**src/rtl/f_sequencer_pkg.sv**
```systemverilog
// Shared constants for the F permutation sequencer: FSM encoding, block size
// and domain-separation field layout.
package f_pkg;

   typedef enum logic [2:0] {
      ST_IDLE   = 3'd0,
      ST_FILL   = 3'd1,
      ST_LAUNCH = 3'd2,
      ST_RUN    = 3'd3,
      ST_OUT    = 3'd4
   } f_state_e;

   localparam int DS_FINAL_BIT = 3;
   localparam int DS_CNT_LSB   = 0;
   localparam int DS_CNT_W     = 3;
   localparam int BLK_WORDS    = 4;

endpackage

```
**src/rtl/f_sequencer_if.sv**
```systemverilog
// Message-word and result stream handshakes between the sequencer and its
// source/sink.
interface f_sequencer_if #(
   parameter int RWIDTH = 32
);

   logic              m_valid;
   logic              m_ready;
   logic [31:0]       m_data;
   logic              m_last;
   logic              r_valid;
   logic              r_ready;
   logic [RWIDTH-1:0] r_data;
   logic              r_last;

   modport master (
      output m_valid, m_data, m_last, r_ready,
      input  m_ready, r_valid, r_data, r_last
   );

   modport slave (
      input  m_valid, m_data, m_last, r_ready,
      output m_ready, r_valid, r_data, r_last
   );

endinterface

```
**src/rtl/f_sequencer.sv**
```systemverilog
// Packs 32-bit message words into 128-bit blocks, launches F once per block,
// chains F's state output back into its state input and streams the results.
module f_sequencer
   import f_pkg::*;
#(
   parameter int CWIDTH      = 320,
   parameter int XWORDS32    = 9,
   parameter int DS_WIDTH    = 128,
   parameter int RWIDTH      = 32,
   parameter int ROUND_COUNT = 10,
   parameter int MAX_WAIT    = 1023
) (
   input  logic                     clk,
   input  logic                     reset_n,
   input  logic                     start,
   input  logic [CWIDTH-1:0]        c_init,
   input  logic [XWORDS32*32-1:0]   key,
   input  logic [ROUND_COUNT-1:0]   rounds,
   f_sequencer_if.slave             bus,
   output logic [CWIDTH-1:0]        f_c,
   output logic [XWORDS32*32-1:0]   f_x,
   output logic [127:0]             f_i,
   output logic [DS_WIDTH-1:0]      f_ds,
   output logic [ROUND_COUNT-1:0]   f_rounds,
   output logic                     f_reset,
   input  logic [CWIDTH-1:0]        f_cout,
   input  logic [RWIDTH-1:0]        f_rout,
   input  logic                     f_done,
   output logic                     busy,
   output logic                     timeout
);

   localparam int WW = (MAX_WAIT < 2) ? 1 : $clog2(MAX_WAIT + 1);

   localparam logic [2:0] IDLE   = ST_IDLE;
   localparam logic [2:0] FILL   = ST_FILL;
   localparam logic [2:0] LAUNCH = ST_LAUNCH;
   localparam logic [2:0] RUN    = ST_RUN;
   localparam logic [2:0] OUT    = ST_OUT;

   logic [2:0]               st;
   logic [CWIDTH-1:0]        state_reg;
   logic [XWORDS32*32-1:0]   key_reg;
   logic [ROUND_COUNT-1:0]   rounds_reg;
   logic [127:0]             i_reg;
   logic [RWIDTH-1:0]        r_reg;
   logic [2:0]               word_cnt;
   logic                     final_flag;
   logic [WW-1:0]            wait_cnt;

   always_ff @(posedge clk or negedge reset_n) begin
      if (!reset_n) begin
         st         <= IDLE;
         state_reg  <= '0;
         key_reg    <= '0;
         rounds_reg <= '0;
         i_reg      <= '0;
         r_reg      <= '0;
         word_cnt   <= '0;
         final_flag <= 1'b0;
         wait_cnt   <= '0;
         timeout    <= 1'b0;
      end else begin
         case (st)
            IDLE: begin
               if (start) begin
                  state_reg  <= c_init;
                  key_reg    <= key;
                  rounds_reg <= rounds;
                  i_reg      <= '0;
                  word_cnt   <= '0;
                  final_flag <= 1'b0;
                  timeout    <= 1'b0;
                  st         <= FILL;
               end
            end
            FILL: begin
               // m_ready is high throughout FILL, so m_valid alone is an accept
               if (bus.m_valid) begin
                  i_reg[{word_cnt[1:0], 5'd0} +: 32] <= bus.m_data;
                  word_cnt   <= word_cnt + 3'd1;
                  final_flag <= bus.m_last;
                  if (bus.m_last || word_cnt == 3'(BLK_WORDS - 1))
                     st <= LAUNCH;
               end
            end
            LAUNCH: begin
               wait_cnt <= '0;
               st       <= RUN;
            end
            RUN: begin
               // done takes priority over an expiring wait budget
               if (f_done) begin
                  state_reg <= f_cout;
                  r_reg     <= f_rout;
                  st        <= OUT;
               end else if (wait_cnt == WW'(MAX_WAIT - 1)) begin
                  timeout <= 1'b1;
                  st      <= IDLE;
               end else begin
                  wait_cnt <= wait_cnt + 1'b1;
               end
            end
            OUT: begin
               if (bus.r_ready) begin
                  if (final_flag) begin
                     st <= IDLE;
                  end else begin
                     i_reg    <= '0;
                     word_cnt <= '0;
                     st       <= FILL;
                  end
               end
            end
            default: st <= IDLE;
         endcase
      end
   end

   always_comb begin
      f_ds = '0;
      f_ds[DS_FINAL_BIT] = final_flag;
      f_ds[DS_CNT_LSB +: DS_CNT_W] = word_cnt;
   end

   assign f_c         = state_reg;
   assign f_x         = key_reg;
   assign f_i         = i_reg;
   assign f_rounds    = rounds_reg;
   assign f_reset     = (st != RUN);
   assign busy        = (st != IDLE);
   assign bus.m_ready = (st == FILL);
   assign bus.r_valid = (st == OUT);
   assign bus.r_last  = (st == OUT) && final_flag;
   assign bus.r_data  = r_reg;

endmodule

```
**src/flat_wrapper.sv**
```systemverilog
// flat-port wrapper written by rule: the top's interface ports become plain ports
module f_sequencer_flat import f_pkg::*;
#(
   parameter int CWIDTH      = 320,
   parameter int XWORDS32    = 9,
   parameter int DS_WIDTH    = 128,
   parameter int RWIDTH      = 32,
   parameter int ROUND_COUNT = 10,
   parameter int MAX_WAIT    = 1023
)
  (clk, reset_n, start, c_init, key, rounds, f_c, f_x, f_i, f_ds, f_rounds, f_reset, f_cout, f_rout, f_done, busy, timeout, bus_m_valid, bus_m_data, bus_m_last, bus_r_ready, bus_m_ready, bus_r_valid, bus_r_data, bus_r_last);
  f_sequencer_if #(.RWIDTH(RWIDTH)) bus_i ();
  input  logic clk;
  input  logic reset_n;
  input  logic start;
  input  logic [CWIDTH-1:0] c_init;
  input  logic [XWORDS32*32-1:0] key;
  input  logic [ROUND_COUNT-1:0] rounds;
  output logic [CWIDTH-1:0] f_c;
  output logic [XWORDS32*32-1:0] f_x;
  output logic [127:0] f_i;
  output logic [DS_WIDTH-1:0] f_ds;
  output logic [ROUND_COUNT-1:0] f_rounds;
  output logic f_reset;
  input  logic [CWIDTH-1:0] f_cout;
  input  logic [RWIDTH-1:0] f_rout;
  input  logic f_done;
  output logic busy;
  output logic timeout;
  input wire logic [$bits(bus_i.m_valid)-1:0] bus_m_valid;
  input wire logic [$bits(bus_i.m_data)-1:0] bus_m_data;
  input wire logic [$bits(bus_i.m_last)-1:0] bus_m_last;
  input wire logic [$bits(bus_i.r_ready)-1:0] bus_r_ready;
  output wire logic [$bits(bus_i.m_ready)-1:0] bus_m_ready;
  output wire logic [$bits(bus_i.r_valid)-1:0] bus_r_valid;
  output wire logic [$bits(bus_i.r_data)-1:0] bus_r_data;
  output wire logic [$bits(bus_i.r_last)-1:0] bus_r_last;
  assign bus_i.m_valid = bus_m_valid;
  assign bus_i.m_data = bus_m_data;
  assign bus_i.m_last = bus_m_last;
  assign bus_i.r_ready = bus_r_ready;
  assign bus_m_ready = bus_i.m_ready;
  assign bus_r_valid = bus_i.r_valid;
  assign bus_r_data = bus_i.r_data;
  assign bus_r_last = bus_i.r_last;
  f_sequencer #(.CWIDTH(CWIDTH), .XWORDS32(XWORDS32), .DS_WIDTH(DS_WIDTH), .RWIDTH(RWIDTH), .ROUND_COUNT(ROUND_COUNT), .MAX_WAIT(MAX_WAIT)) u_core (.clk(clk), .reset_n(reset_n), .start(start), .c_init(c_init), .key(key), .rounds(rounds), .bus(bus_i), .f_c(f_c), .f_x(f_x), .f_i(f_i), .f_ds(f_ds), .f_rounds(f_rounds), .f_reset(f_reset), .f_cout(f_cout), .f_rout(f_rout), .f_done(f_done), .busy(busy), .timeout(timeout));
endmodule
```
**config.mk**
```make
export PLATFORM = sky130hd
export DESIGN_NAME = f_sequencer_flat
export DESIGN_NICKNAME = d
export VERILOG_FILES = /design/src/rtl/f_sequencer_pkg.sv /design/src/rtl/f_sequencer_if.sv /design/src/rtl/f_sequencer.sv /design/src/flat_wrapper.sv
export SDC_FILE = /design/constraint.sdc
export NUM_CORES = 1
export LEC_CHECK = 0
export BUFFER_PORTS_ARGS = -buffer_cell sky130_fd_sc_hd__buf_4
export CORE_AREA = 2 2 749 751
export CTS_CLUSTER_SIZE = 16
export DETAILED_ROUTE_END_ITERATION = 12
export DIE_AREA = 0 0 751 753
export MAX_ROUTING_LAYER = met4
export PLACE_DENSITY = 0.3
export SETUP_SLACK_MARGIN = 0.1
export SLEW_MARGIN = 5
export SYNTH_ARGS = -nofsm -noshare
export SYNTH_HDL_FRONTEND = slang
export SYNTH_SLANG_ARGS = --single-unit
```
**constraint.sdc**
```tcl
create_clock -name clk -period 1.7 [get_ports clk]
set_input_delay 0.34 -clock clk [delete_from_list [all_inputs] [get_ports clk]]
set_output_delay 0.34 -clock clk [all_outputs]
set_load 0.02 [all_outputs]
```
==> results.yml <==
timing:
  relSlewSlack_pct: 50.6
  hold_viol: 0
  finClkSkew_ns: 0.116
  period_needed_ns: 2.35
  rsz0062_at_grt: "yes"
  hold_ws_ns: 0.218
  worst_slew_pin_slew_ns: 0.742
  drv_slew: 0
  finalSetupViolCount: 1414
  period_share_pct: 138
  layout_setup_ws_ns: -0.647
  fmax_mhz: 426
global_route:
  antenna_found_initial: 273
  grt_pass1_vias: 36768
  grt_overflow: 0
  grt_pass1_wl_mm: 383
  grt_max_degree: 60
  grtUsageTotal_pct: 10.5
final_layout:
  nets: 6810
  post-route-cell-area_um2: 78100
  area_growth_pct: 133
  utilization_pct: 14.0
  drive_above_1_share_pct: 51.4
placed_design:
  port_buffers: 1796
  placed_area_um2: 57300
  place_ws_ns: -0.502
  dp_hpwl_mm: 252
  gp_congestion: 0.845
logic_synthesis:
  syn-instance-count: 2631
  yosys.area_share.simple_pct: 4.66
  muxShareOfSynthArea_pct: 20.9
  synth_most_common_cell: "dfrtp_1"
  synth_ff_type: "dfrtp_1"
  syn-cell-area_um2: 33500
  synth-compound-area-share_pct: 8.89
  synth_top_area_share_pct: 59.4
  synth_xor_area_share_pct: 0.0261
  synth.top_cells.by_count: "796 x dfrtp_1, 332 x mux2_2, 332 x nand2_1"
  synth_edf_count: 0
  yosys-top-cells-area: "dfrtp_1 59%, mux2_2 11%, mux2i_1 9.7%"
  synth-adder-area-share_pct: 0.299
  yosys.area.top_type: "dfrtp_1"
  synthArstFlopShare_pct: 100
  ys_seq_area_share_pct: 59.4
  synth_seq_cells: 796
  avgSynthCellArea_um2: 12.7
  synth_top_family_by_area: "multiplexers"
  yosysWarnings: 0
  ys_types: 51
cts:
  insertion_delay_ns: 0.90
  htree_levels: 3
  clk_pin_slew_worst_paths_ns: 0.06
  clk_path_buf_depth: 4
  cts_root_buf: "clkbuf_16"
  cts_tree: "done"
  cts_made_buffers: 112
  cts_num_sinks: 796
route:
  ant_nets: 0
  routed_wl_mm: 312
  firstDrtPassIters: 5
  m1WireLength_mm: 126
  dr_wl_met2_mm: 149
  vias: 35196
  drtIter0Drc: 1611
  drt-wirelength-per-cell_um: 23.1
  drc: 0
  highest_layer: "met4"
  viasPerCell: 2.61
  wl_met3_mm: 27.9
setup_path:
  cp.depth: 12
  cp_data_arrival_time_ns: 3.05
  crit_end: "u_core.f_c[128]"
  crit_top_cell: "buf_16"
  path_cells: "buf_6 -> nor4b_4 -> buf_4 -> buf_6 -> nor2b_4 -> buf_12 -> buf_16 -> buf_16 -> buf_12 -> buf_16 -> nand2_4 -> o21ai_2"
  crit_path_start_kind: "flop"
  reg2reg_setup_slack_ns: -0.65
  cpPeakStageDelay_ns: 0.45
  worstPathMaxFanout: 8
  critPathBufInv: 8
  end_kind: "flop"
  startpoint: "u_core.st[1]"
  r2r_cells: 12
  required_ns: 2.41
  reg2reg_from: "u_core.st[1]"
  slowest_stage: "dfrtp_2"
  criticalPathCategory: "flop to flop"
  rr_endpoint: "u_core.f_c[128]"
  cp_top_family: "buffers and inverters"
power_and_ir_drop:
  power_switching_mw: 52.0
  power_mw: 127
  power.density_nw_per_um2: 1630
  clkPwrFrac_pct: 19.3
  p_comb_share_pct: 54.7
  seq_power_share_pct: 26.0
  leakagePower_nw: 35.5
  p_sw_share_pct: 40.9
  intPower_mw: 75.0
  vdd_drop_max_uv: 919
min_path:
  holdPathStages: 3
  worstHoldPathType: "input pin to flop"
floorplan:
  rows: 275
  die_w_um: 751
  io_pins: 1921
  coreArea_um2: 558000
  initial_core_util_pct: 6.00
  dieArea_um2: 566000
  die_y_um: 753
outcome:
  violations: "negative setup slack"
  status: "complete, but fails checks"
job:
  drv_cap: 0
[through the flow]
| stage | std cells | TNS, ns |
|---|---|---|
| after floorplan | 2754 | -0.000233 |
| after detailed placement | 11938 | -263.00 |
| after global placement | 11938 | -237.69 |
| final | 13493 | -411.72 |
| after CTS | 13259 | -492.74 |
| after global routing | 13486 | -580.96 |
[sequential cells by signal, summed over array words and instances, names as in the netlist]
signal and count:
u_core.f_rounds 10, u_core.f_c 320, u_core.st 3, u_core.bus.r_data 32, u_core.f_x 288, u_core.final_flag 1, u_core.word_cnt 3, u_core.f_i 128
u_core.timeout 1, u_core.wait_cnt 10
[worst min-delay path by stage]
stage	start	endpoint
after floorplan	reset_n	u_core.bus.r_data[0]
after global placement	reset_n	u_core.f_c[256]
after detailed placement	reset_n	u_core.f_c[256]
after CTS	key[257]	u_core.f_x[257]
after global routing	key[265]	u_core.f_x[265]
final	key[257]	u_core.f_x[257]
[power by group through the flow]
stage	clock network [mW]	registers [mW]	logic, mW
after CTS	25.7	32.6	62.8
after global routing	26.3	33.9	73.6
final	24.5	33.0	69.5
after global placement	0	32.7	52.4
after detailed placement	0	32.8	52.6
after floorplan	0	40.9	16.9
[cell usage in the layout (no fill, tap or decap), drive strengths merged, types with 3 or more instances in the layout]
master / synthesis / final
bufinv: 0 / 11
dlygate4sd3: 0 / 1009
clkinv: 0 / 32
clkinvlp: 0 / 4
mux2i: 325 / 325
nor3b: 4 / 4
ha: 8 / 8
nand3: 5 / 5
clkbuf: 37 / 193
mux2: 332 / 332
o21a: 4 / 4
nand4b: 3 / 3
nor2: 9 / 9
inv: 13 / 14
nor3: 4 / 4
conb: 1 / 124
diode: 0 / 137
nand2: 332 / 332
dfrtp: 796 / 796
o31ai: 5 / 5
a22o: 127 / 127
o211ai: 4 / 4
a21oi: 3 / 3
o21ai: 332 / 332
nor2b: 3 / 3
buf: 259 / 2168
[routing by layer]
| layer | vias up | GRT usage (%) |
|---|---|---|
| met2 | 1803 | 17.6 |
| li1 | 15617 | - |
| met5 | - | - |
| met1 | 17283 | 12.0 |
| met3 | 493 | 3.73 |
| met4 | 0 | 2.51 |
[repair_timing]
action	CTS	global route
endpoints found under the hold margin	1457	0
pin swaps	6	137
buffers inserted	59	52
cloned	56	50
endpoints found under the setup margin	1550	1583
hold buffers	1009	0
resized for setup	205	605
[cell type report]
cell class,count,area (um^2)
Antenna cell,137,343
Inverter,13,51.3
Fill cell,62953,480000
Tap cell,7479,9360
Clock inverter,48,606
Timing Repair Buffer,3221,30300
Clock buffer,150,3140
Sequential cell,796,19900
Multi-Input combinational cell,1649,14300
[worst reg2reg max path, stage by stage, from the launching register on]
cell	delay (ns)
dfrtp_2	0.45
buf_6	0.15
nor4b_4	0.29
buf_4	0.17
buf_6	0.09
nor2b_4	0.05
buf_12	0.15
buf_16	0.17
buf_16	0.20
buf_12	0.17
buf_16	0.16
nand2_4	0.06
o21ai_2	0.05
[cells by family (layout without fill, tap and decap cells)]
| kind of cell | Yosys count | count (layout) |
|---|---|---|
| AO/OA/AOI/OAI | 483 | 483 |
| adder cells (fa/ha/maj) | 8 | 8 |
| flip-flops | 796 | 796 |
| other | 1 | 261 |
| multiplexers | 657 | 657 |
| AND/OR/NAND/NOR | 376 | 376 |
| XOR/XNOR | 1 | 1 |
| buffers and inverters | 309 | 3432 |
(Power assumes the default switching activity.)
